===== src/rtl/vga_timing_pkg.sv =====
// Shared 640x480@60 VGA timing constants and sync-decoder state encoding,
// used by both the decoder and the timing generator.
package vga_timing_pkg;

    localparam int DEF_H_TOTAL = 800;
    localparam int DEF_V_TOTAL = 521;
    localparam int DEF_H_PULSE = 96;
    localparam int DEF_V_PULSE = 2;
    localparam int DEF_H_BP    = 144;
    localparam int DEF_H_FP    = 784;
    localparam int DEF_V_BP    = 31;
    localparam int DEF_V_FP    = 511;

    localparam int CNT_W = 10;
    localparam logic [CNT_W-1:0] CNT_MAX = '1;
    localparam logic [CNT_W-1:0] CNT_TMO = CNT_MAX - 1'b1;

    localparam logic [1:0] ST_HUNT    = 2'd0;
    localparam logic [1:0] ST_ACQUIRE = 2'd1;
    localparam logic [1:0] ST_LOCKED  = 2'd2;

endpackage


===== src/rtl/vga_sync_decoder_if.sv =====
// Video input / decoded pixel bundle between a sync source and the decoder.
interface vga_sync_decoder_if;
    logic        pix_en;
    logic        hsync;
    logic        vsync;
    logic [7:0]  rgb;
    logic        locked;
    logic        pix_valid;
    logic [9:0]  pix_x;
    logic [9:0]  pix_y;
    logic [7:0]  pix_rgb;
    logic        frame_start;
    logic [15:0] frame_count;
    logic        err_hlen;
    logic        err_vlen;

    modport master (
        output pix_en, hsync, vsync, rgb,
        input  locked, pix_valid, pix_x, pix_y, pix_rgb,
               frame_start, frame_count, err_hlen, err_vlen
    );

    modport slave (
        input  pix_en, hsync, vsync, rgb,
        output locked, pix_valid, pix_x, pix_y, pix_rgb,
               frame_start, frame_count, err_hlen, err_vlen
    );
endinterface


===== src/rtl/sync_edge_det.sv =====
// Falling-edge detector for one active-low sync line, sampled only on pix_en.
module sync_edge_det (
    input  logic clk,
    input  logic rst,
    input  logic pix_en,
    input  logic sync,
    output logic fall
);
    logic prev;

    always_ff @(posedge clk or posedge rst) begin
        if (rst)
            prev <= 1'b1;
        else if (pix_en)
            prev <= sync;
    end

    assign fall = pix_en & ~sync & prev;
endmodule


===== src/rtl/vga_sync_decoder.sv =====
// Recovers pixel coordinates from VGA hsync/vsync and tracks timing validity.
// state    | meaning
// HUNT     | waiting for a coincident hsync+vsync fall, no errors reported
// ACQUIRE  | measuring one full frame against nominal line/frame length
// LOCKED   | timing verified, pixels and frame pulses are emitted
module vga_sync_decoder
    import vga_timing_pkg::*;
#(
    parameter int H_TOTAL = DEF_H_TOTAL,
    parameter int V_TOTAL = DEF_V_TOTAL,
    parameter int H_PULSE = DEF_H_PULSE,
    parameter int V_PULSE = DEF_V_PULSE,
    parameter int H_BP    = DEF_H_BP,
    parameter int H_FP    = DEF_H_FP,
    parameter int V_BP    = DEF_V_BP,
    parameter int V_FP    = DEF_V_FP
) (
    input logic               clk,
    input logic               rst,
    vga_sync_decoder_if.slave bus
);
    localparam logic [CNT_W-1:0] H_LAST = CNT_W'(H_TOTAL - 1);
    localparam logic [CNT_W-1:0] V_LAST = CNT_W'(V_TOTAL - 1);
    localparam logic [CNT_W-1:0] H_BEG  = CNT_W'(H_BP);
    localparam logic [CNT_W-1:0] H_END  = CNT_W'(H_FP);
    localparam logic [CNT_W-1:0] V_BEG  = CNT_W'(V_BP);
    localparam logic [CNT_W-1:0] V_END  = CNT_W'(V_FP);
    // A window overlapping the sync pulse would never be a real picture area.
    localparam bit PULSES_IN_BLANK = (H_PULSE < H_BP) && (V_PULSE < V_BP);

    logic             hfall, vfall;
    logic [1:0]       state, state_nxt;
    logic             acq_bad, acq_bad_nxt;
    logic [CNT_W-1:0] h_cnt, v_cnt, h_cur, v_cur;
    logic             err_h, err_v, lone_v, fstart, in_win;
    logic             locked_q, pix_valid_q, frame_start_q, err_hlen_q, err_vlen_q;
    logic [CNT_W-1:0] pix_x_q, pix_y_q;
    logic [7:0]       pix_rgb_q;
    logic [15:0]      frame_count_q;

    sync_edge_det u_hs (.clk(clk), .rst(rst), .pix_en(bus.pix_en), .sync(bus.hsync), .fall(hfall));
    sync_edge_det u_vs (.clk(clk), .rst(rst), .pix_en(bus.pix_en), .sync(bus.vsync), .fall(vfall));

    // Position of the sample currently on the inputs; counters saturate at max.
    always_comb begin
        h_cur = h_cnt;
        v_cur = v_cnt;
        if (hfall)
            h_cur = '0;
        else if (h_cnt != CNT_MAX)
            h_cur = h_cnt + 1'b1;
        if (vfall)
            v_cur = '0;
        else if (hfall && v_cnt != CNT_MAX)
            v_cur = v_cnt + 1'b1;
    end

    assign lone_v = vfall && !hfall;
    assign err_h  = (state != ST_HUNT) &&
                    ((hfall && h_cnt != H_LAST) || (bus.pix_en && !hfall && h_cnt == CNT_TMO));
    assign err_v  = (state != ST_HUNT) && ((vfall && v_cnt != V_LAST) || lone_v);
    assign fstart = vfall && (state == ST_LOCKED) && !err_h && !err_v;
    assign in_win = PULSES_IN_BLANK && (state == ST_LOCKED) &&
                    (h_cur >= H_BEG) && (h_cur < H_END) &&
                    (v_cur >= V_BEG) && (v_cur < V_END);

    always_comb begin
        state_nxt   = state;
        acq_bad_nxt = acq_bad;
        case (state)
            ST_HUNT: begin
                if (hfall && vfall) begin
                    state_nxt   = ST_ACQUIRE;
                    acq_bad_nxt = 1'b0;
                end
            end
            ST_ACQUIRE: begin
                if (vfall) begin
                    if (!err_h && !err_v && !acq_bad)
                        state_nxt = ST_LOCKED;
                    acq_bad_nxt = lone_v;
                end else if (err_h) begin
                    acq_bad_nxt = 1'b1;
                end
            end
            ST_LOCKED: begin
                if (err_h || err_v)
                    state_nxt = ST_HUNT;
            end
            default: state_nxt = ST_HUNT;
        endcase
    end

    always_ff @(posedge clk or posedge rst) begin
        if (rst) begin
            state         <= ST_HUNT;
            acq_bad       <= 1'b0;
            h_cnt         <= '0;
            v_cnt         <= '0;
            locked_q      <= 1'b0;
            pix_valid_q   <= 1'b0;
            pix_x_q       <= '0;
            pix_y_q       <= '0;
            pix_rgb_q     <= '0;
            frame_start_q <= 1'b0;
            frame_count_q <= '0;
            err_hlen_q    <= 1'b0;
            err_vlen_q    <= 1'b0;
        end else begin
            pix_valid_q   <= 1'b0;
            frame_start_q <= 1'b0;
            err_hlen_q    <= 1'b0;
            err_vlen_q    <= 1'b0;
            if (bus.pix_en) begin
                h_cnt         <= h_cur;
                v_cnt         <= v_cur;
                state         <= state_nxt;
                acq_bad       <= acq_bad_nxt;
                locked_q      <= (state_nxt == ST_LOCKED);
                err_hlen_q    <= err_h;
                err_vlen_q    <= err_v;
                frame_start_q <= fstart;
                if (state != ST_LOCKED && state_nxt == ST_LOCKED)
                    frame_count_q <= '0;
                else if (fstart)
                    frame_count_q <= frame_count_q + 16'd1;
                if (in_win) begin
                    pix_valid_q <= 1'b1;
                    pix_x_q     <= h_cur - H_BEG;
                    pix_y_q     <= v_cur - V_BEG;
                    pix_rgb_q   <= bus.rgb;
                end
            end
        end
    end

    assign bus.locked      = locked_q;
    assign bus.pix_valid   = pix_valid_q;
    assign bus.pix_x       = pix_x_q;
    assign bus.pix_y       = pix_y_q;
    assign bus.pix_rgb     = pix_rgb_q;
    assign bus.frame_start = frame_start_q;
    assign bus.frame_count = frame_count_q;
    assign bus.err_hlen    = err_hlen_q;
    assign bus.err_vlen    = err_vlen_q;
endmodule


===== src/flat_wrapper.sv =====
// flat-port wrapper written by rule: the top's interface ports become plain ports
module vga_sync_decoder_flat import vga_timing_pkg::*;
#(
    parameter int H_TOTAL = DEF_H_TOTAL,
    parameter int V_TOTAL = DEF_V_TOTAL,
    parameter int H_PULSE = DEF_H_PULSE,
    parameter int V_PULSE = DEF_V_PULSE,
    parameter int H_BP    = DEF_H_BP,
    parameter int H_FP    = DEF_H_FP,
    parameter int V_BP    = DEF_V_BP,
    parameter int V_FP    = DEF_V_FP
)
  (clk, rst, bus_pix_en, bus_hsync, bus_vsync, bus_rgb, bus_locked, bus_pix_valid, bus_pix_x, bus_pix_y, bus_pix_rgb, bus_frame_start, bus_frame_count, bus_err_hlen, bus_err_vlen);
  vga_sync_decoder_if bus_i ();
  input logic clk;
  input logic rst;
  input wire logic [$bits(bus_i.pix_en)-1:0] bus_pix_en;
  input wire logic [$bits(bus_i.hsync)-1:0] bus_hsync;
  input wire logic [$bits(bus_i.vsync)-1:0] bus_vsync;
  input wire logic [$bits(bus_i.rgb)-1:0] bus_rgb;
  output wire logic [$bits(bus_i.locked)-1:0] bus_locked;
  output wire logic [$bits(bus_i.pix_valid)-1:0] bus_pix_valid;
  output wire logic [$bits(bus_i.pix_x)-1:0] bus_pix_x;
  output wire logic [$bits(bus_i.pix_y)-1:0] bus_pix_y;
  output wire logic [$bits(bus_i.pix_rgb)-1:0] bus_pix_rgb;
  output wire logic [$bits(bus_i.frame_start)-1:0] bus_frame_start;
  output wire logic [$bits(bus_i.frame_count)-1:0] bus_frame_count;
  output wire logic [$bits(bus_i.err_hlen)-1:0] bus_err_hlen;
  output wire logic [$bits(bus_i.err_vlen)-1:0] bus_err_vlen;
  assign bus_i.pix_en = bus_pix_en;
  assign bus_i.hsync = bus_hsync;
  assign bus_i.vsync = bus_vsync;
  assign bus_i.rgb = bus_rgb;
  assign bus_locked = bus_i.locked;
  assign bus_pix_valid = bus_i.pix_valid;
  assign bus_pix_x = bus_i.pix_x;
  assign bus_pix_y = bus_i.pix_y;
  assign bus_pix_rgb = bus_i.pix_rgb;
  assign bus_frame_start = bus_i.frame_start;
  assign bus_frame_count = bus_i.frame_count;
  assign bus_err_hlen = bus_i.err_hlen;
  assign bus_err_vlen = bus_i.err_vlen;
  vga_sync_decoder #(.H_TOTAL(H_TOTAL), .V_TOTAL(V_TOTAL), .H_PULSE(H_PULSE), .V_PULSE(V_PULSE), .H_BP(H_BP), .H_FP(H_FP), .V_BP(V_BP), .V_FP(V_FP)) u_core (.clk(clk), .rst(rst), .bus(bus_i));
endmodule

===== config.mk =====
export PLATFORM = sky130hd
export DESIGN_NAME = vga_sync_decoder_flat
export DESIGN_NICKNAME = d
export VERILOG_FILES = /design/src/rtl/vga_timing_pkg.sv /design/src/rtl/vga_sync_decoder_if.sv /design/src/rtl/sync_edge_det.sv /design/src/rtl/vga_sync_decoder.sv /design/src/flat_wrapper.sv
export SDC_FILE = /design/constraint.sdc
export NUM_CORES = 1
export LEC_CHECK = 0
export CORE_UTILIZATION = 35
export CTS_CLUSTER_SIZE = 40
export DETAILED_ROUTE_END_ITERATION = 8
export SLEW_MARGIN = 15
export SYNTH_ARGS = -nofsm -noshare
export SYNTH_HDL_FRONTEND = slang
export SYNTH_SLANG_ARGS = --single-unit

===== constraint.sdc =====
create_clock -name clk -period 3.8 [get_ports clk]
set_input_delay 0.76 -clock clk [delete_from_list [all_inputs] [get_ports clk]]
set_output_delay 0.76 -clock clk [all_outputs]
set_load 0.005 [all_outputs]

==> out/metrics.yaml <==
path_clk_slew_ns: 0.05
worstSkewPairLatency_ns: 0.34
synthDistinctLibCells: 52
drv_slew: 0
overflow: 0
tightest_slew_ns: 0.692
syn_area_um2: 4110
die_h_um: 110
regArea_um2: 1850
start_kind: "register"
multi_input_area_um2: 2100
finClkSkew_ns: 0.00781
hold_path_class: "register to register"
num_rows: 39
yosysSeqAreaShare: 0.451
setup_viol_count_final: 0
post-route-period-util: 0.895
core_um2: 11400
layout_common_cells: "dfrtp_1 (72), clkdlybuf4s50_1 (61), buf_4 (34)"
yosys.area.top_type: "dfrtp_1"
die_x_um: 110
critPathRequiredTime_ns: 4.02
cts_resized: 0
first_pass_iters: 5
initial_utilization: 0.360
crit_path_end_kind: "register"
leakage_nw: 2.44
synth_edf_count: 0
io-pin-count: 62
synthCells: 405
place_ws_ns: 0.0980
dp_hpwl_um: 7020
nFillCells: 1075
area_growth_pct: 30.7
finalSetupTns_ns: 0
hold_viol_final: 0
synthTopCellsByArea: "dfrtp_1 (44%), mux2_2 (6.0%), mux2_4 (3.7%)"
r2r_cells: 12
status: "complete, no violations"
arrival_ns: 3.62
antenna_found_initial: 0
grt_max_degree: 44
layout-drive-gt1-share: 0.183
cts_setup_buffers: 0
clock-sinks: 74
r2r_slack_ns: 0.40
hp-start: "u_core.bus.pix_x[2]"
dp_cells: 625
wl_um: 9940
io_buffers: 61
max_freq_mhz: 294
wire_per_inst_um: 15.6
dr_total_vias: 3463
cts_max_level: 3
synth-main-ff-cell: "dfrtp_1"
dieArea_um2: 12200
setup_ws_ns: 0.400
cts_buffers: 9
cts_hold_buffers: 0
relSlewSlack: 0.538
crit_fanout: 17
gp_congestion: 0.854
grt.total_usage: 0.177
via_per_inst: 5.42
synth-seq-cells: 74
ir_drop_mv: 0.387
cts_buffer_depth: 2
syn_area_per_cell_um2: 10.1
diodes: 0
rsz0062_at_grt: "no"
cts_tree: "built"
finalCriticalPeriod_ns: 3.40
holdPathEnd: "u_core.bus.pix_x[2]"
synth_top_area_share: 0.439
cap_violations: 0
ys_async_sr_fraction: 1.00
drt_iter0_drc: 185
grt_pass1_vias: 3361
path_class: "register to register"
ant_nets: 0
fin_nets: 514
grt_pass1_wl_um: 16400
worstHoldPathCells: 1
worstReg2RegEnd: "u_core.bus.pix_y[1]"
yosysWarnings: 0
startpoint: "u_core.h_cnt[0]"
final_common_cell: "dfrtp_1"
cellPowerDensity_nw_per_um2: 421
synthesis.nets: 426
layout.cells.non_filler: 639
route.detailed.drc: 0
cts_root_buffer: "clkbuf_16"
r2r_start: "u_core.h_cnt[0]"
-- worst max-delay path by stage --
stage / to / slack, ns / cells after the start
final: u_core.bus.pix_y[1] / 0.40 / 12
after global routing: u_core.bus.pix_y[3] / 0.17 / 11
after CTS: u_core.bus.pix_y[1] / 0.35 / 12
after detailed placement: u_core.bus.pix_rgb[6] / 0.1 / 11
after global placement: u_core.bus.pix_y[5] / 0.06 / 11
after floorplan: u_core.bus.pix_rgb[7] / 0.16 / 14
-- cell type report --
| class | instances | share of cell area |
|---|---|---|
| Sequential cell | 74 | 0.345 |
| Clock buffer | 11 | 0.0452 |
| Clock inverter | 3 | 0.00326 |
| Timing Repair Buffer | 98 | 0.172 |
| Inverter | 14 | 0.00979 |
| Multi-Input combinational cell | 296 | 0.390 |
| Tap cell | 143 | 0.0333 |
-- kinds of logic after synthesis --
logic type / synth area share
simple gates: 0.199
compound gates: 0.125
flops: 0.451
mux: 0.111
buf+inv: 0.0405
xor+xnor: 0.0490
fa+ha+maj: 0.0244
-- cells in the mapped netlist (6+ instances only) --
cell and instances:
o21ai_0 14, clkbuf_1 8, nand3_1 19, mux2_2 22, nand2_1 28, or3_1 6
and3_1 9, nor2_1 33, nor3_1 8, mux2_4 10, mux2i_1 6, inv_1 14
dfrtp_1 72, and4_1 7, buf_2 7, and2_1 8, xnor2_1 14, a31oi_1 10
xor2_1 9, a21oi_1 21, ha_1 8, nand4_1 11
-- metal layers --
layer	vias up	share of wire	global-route usage
met3	14	0.051	0.0394
met1	1689	0.46	0.235
met4	0	0.020	0.0799
li1	1656	-	-
met2	104	0.47	0.277
met5	-	0	0
-- power by group --
part           leakage [nW]  internal [mW]  switching, mW
sequential            0.994          0.861          0.101
combinational          1.32          0.249          0.282
clock                 0.127          0.450          0.314
total                  2.44           1.56          0.698
-- state kept, by name, indices dropped and copies added, names as in the netlist --
register                count
u_core.v_cnt               10
u_core.bus.pix_y           10
u_core.bus.frame_start      1
u_core.u_hs.prev            1
u_core.bus.frame_count     16
u_core.u_vs.prev            1
u_core.acq_bad              1
u_core.bus.err_hlen         1
u_core.h_cnt               10
u_core.bus.err_vlen         1
u_core.bus.pix_valid        1
u_core.bus.pix_rgb          8
u_core.bus.pix_x           10
u_core.state                2
u_core.bus.locked           1
-- per-stage QoR --
stage          cell area [µm²]  utilization  total power [mW]  hold slack (ns)
6_report                  5370        0.470              2.26            0.503
2_1_floorplan             4110            -              1.29            0.489
5_1_grt                   5370        0.470              2.40            0.524
4_1_cts                   5370        0.470              2.30            0.507
3_3_place_gp              5110        0.447              1.50            0.492
3_5_place_dp              5110        0.447              1.51            0.491
-- critical path, cell delays in order (launching register included) --
cell       delay, ns
dfrtp_1         0.38
ha_1            0.22
and4_1          0.22
a311oi_1        0.37
mux2i_1         0.30
buf_4           0.16
ha_1            0.16
o21ai_0         0.14
o211a_1         0.26
a2111oi_4       0.41
o211ai_4        0.16
buf_12          0.19
mux2_4          0.30
Note: power is estimated with default switching activity, not from simulation.
==> variant, RTL diff (same settings) <==
Make the reset (`rst`) synchronous in 2 clocked blocks.
--- a/src/rtl/sync_edge_det.sv
+++ b/src/rtl/sync_edge_det.sv
@@ -9,5 +9,5 @@
     logic prev;
 
-    always_ff @(posedge clk or posedge rst) begin
+    always_ff @(posedge clk) begin
         if (rst)
             prev <= 1'b1;
--- a/src/rtl/vga_sync_decoder.sv
+++ b/src/rtl/vga_sync_decoder.sv
@@ -92,5 +92,5 @@
     end
 
-    always_ff @(posedge clk or posedge rst) begin
+    always_ff @(posedge clk) begin
         if (rst) begin
             state         <= ST_HUNT;
Function: differs if rst is asserted again (counterexample within 4 cycles, from zero or initial values and one cycle with rst high); with rst held inactive, the same outputs for 10 cycles.
==> variant against the unedited design <==
  * The flow now finishes with violations (DRC)
  * Design area is 0.51% lower
  * Final cell count is 11% higher
  * Synthesized area is 2.6% higher
  * Sequential cell count stayed put
  * Setup slack worse by 190 ps
  * Routed wire length is 4.4% higher
  * Critical path type unchanged
  * Global-route usage is 0.71 points lower
  * Clock skew hardly changed
  * Hold slack worse by 37 ps
Power is not compared: it rests on default switching activity, and its combinational part moved more than twofold at a synthesized area within 25%.
==> variant: results (changes against the unedited design) <==
global_route:
  grt_use_total_pct: 17.04  # -0.71 points
  grt_pass1_vias: 3470  # +3.2%
  grt_max_degree: 34  # -23%
  grt_pass1_wl_um: 17240  # +4.8%
detailed_routing:
  wl_met3_um: 374  # -26%
  drtAntennaViolNets: 0  # unchanged
  drtIter0Drc: 199  # +7.6%
  vias_per_cell: 5.233  # -3.4%
  route.detailed.drc: 2  # +2
  drt-met1-wl_um: 4963  # +8.9%
  vias: 3705  # +7.0%
  wl_met2_um: 4889  # +4.5%
  first_pass_iters: 7  # +2
  routed_wl_um: 10370  # +4.4%
worst_setup_path:
  reg2reg_to: "u_core.bus.pix_x[0]"
  crit_fanout: 10  # -7
  crit_start: "u_core.h_cnt[1]"
  slowest_stage: "dfxtp_1"
  slowest_delay_ps: 560  # +150 ps
  reg2reg_from: "u_core.h_cnt[1]"
  criticalPathCategory: "register to register"
sta:
  whs_ps: 466.5  # -36.67 ps
  fin_ws_ps: 210.7  # -189.5 ps
  clock_skew_ps: 7.978  # +0.1652 ps
  tightest_slew_ps: 968.4  # +276.7 ps
synthesis:
  synthTopCellsByCount: "74 x dfxtp_1, 71 x nor2_1, 35 x mux2i_1"
  yosysSeqAreaShare_pct: 35.16  # -10 points
  synth.net_count: 514  # +21%
  ys_types: 69  # +33%
  syn_area_per_cell_um2: 8.545  # -16%
  synthArstFlopShare_pct: 0  # -100 points
  synthTopCellsByArea: "dfxtp_1 35%, mux2i_1 8.3%, nor2_1 6.3%, xnor2_1 4.4%, nand2_1 2.8%"
  synthFlopType: "dfxtp_1"
placed_design:
  dp_hpwl_um: 7668  # +9.3%
  post_dp_cell_area_mm2: 0.005035  # -1.4%
  placed_cells: 692  # +11%
  dpl_worst_slack_ps: -92.87  # -190.9 ps
  gp_congestion: 0.8846  # +3.6%
clock_tree:
  post_cts_buffers: 0  # unchanged
finish:
  fin_nets: 581  # +13%
  areaGrowthSynthToFinish_pct: 26.76
  layout-drive-gt1-share_pct: 13.45  # -4.9 points
  fill_cells: 1100  # +2.3%
hold_path:
  hold_path_depth: 2  # +1
  whs_endpoint: "u_core.bus.pix_x[5]"
  min_from: "u_core.bus.pix_x[5]"
status:
  status: "finished, violations left"
  failed_checks: "DRC"
power:
  ir_worst_vdd_mv: 0.2032
  power.leakage_nw: 2.101
[variant: cell count changes after synthesis, sizes merged, moves of 5 or more]
cell	delta
mux2	-31
dfrtp	-72
a211oi	+5
nor3	+12
buf	+9
nor2	+42
o21ai	-10
mux2i	+29
xnor2	+7
clkbuf	+6
inv	+5
dfxtp	+74
or2	+5
[variant: per-layer routing]
metal  up-vias  GRT usage, %
met5         -             0
met4         0         6.306
met1      1739         22.81
met3        10         2.885
met2        75         27.41
li1       1881             -
[variant: layout make-up]
cell class / count / area share, %
multi-input cells: 364 / 46.16
flip-flops and latches: 74 / 27.76
repair buffers: 92 / 15.70
clock buffers: 10 / 4.475
well taps: 143 / 3.351
inverters: 19 / 1.336
clock inverters: 6 / 1.218
[variant: power groups by stage]
stage / Combinational [mW] / Sequential [mW] / Clock, mW
2_1_floorplan: 0.0580 / 0.801 / 0
3_3_place_gp: 0.0882 / 0.806 / 0
3_5_place_dp: 0.0890 / 0.807 / 0
4_1_cts: 0.0897 / 0.789 / 0.884
5_1_grt: 0.0975 / 0.790 / 0.918
6_report: 0.0886 / 0.790 / 0.862
[variant: kinds of logic (layout without fill, tap and decap cells)]
family | after synthesis | in the layout | share of synthesized area, %
AND/OR/NAND/NOR | 203 | 203 | 24.98
AO/OA/AOI/OAI | 88 | 88 | 16.34
flip-flops | 74 | 74 | 35.16
buffers and inverters | 55 | 127 | 6.534
multiplexers | 36 | 36 | 8.583
XOR/XNOR | 29 | 29 | 6.029
adder cells (fa/ha/maj) | 8 | 8 | 2.376
[variant: critical path: cells and delay by family, from the launching register on]
family / cells / cell delay [ps]
compound gates: 7 / 1780
fa+ha+maj: 1 / 200
flops: 1 / 560
mux: 1 / 310
simple gates: 3 / 660
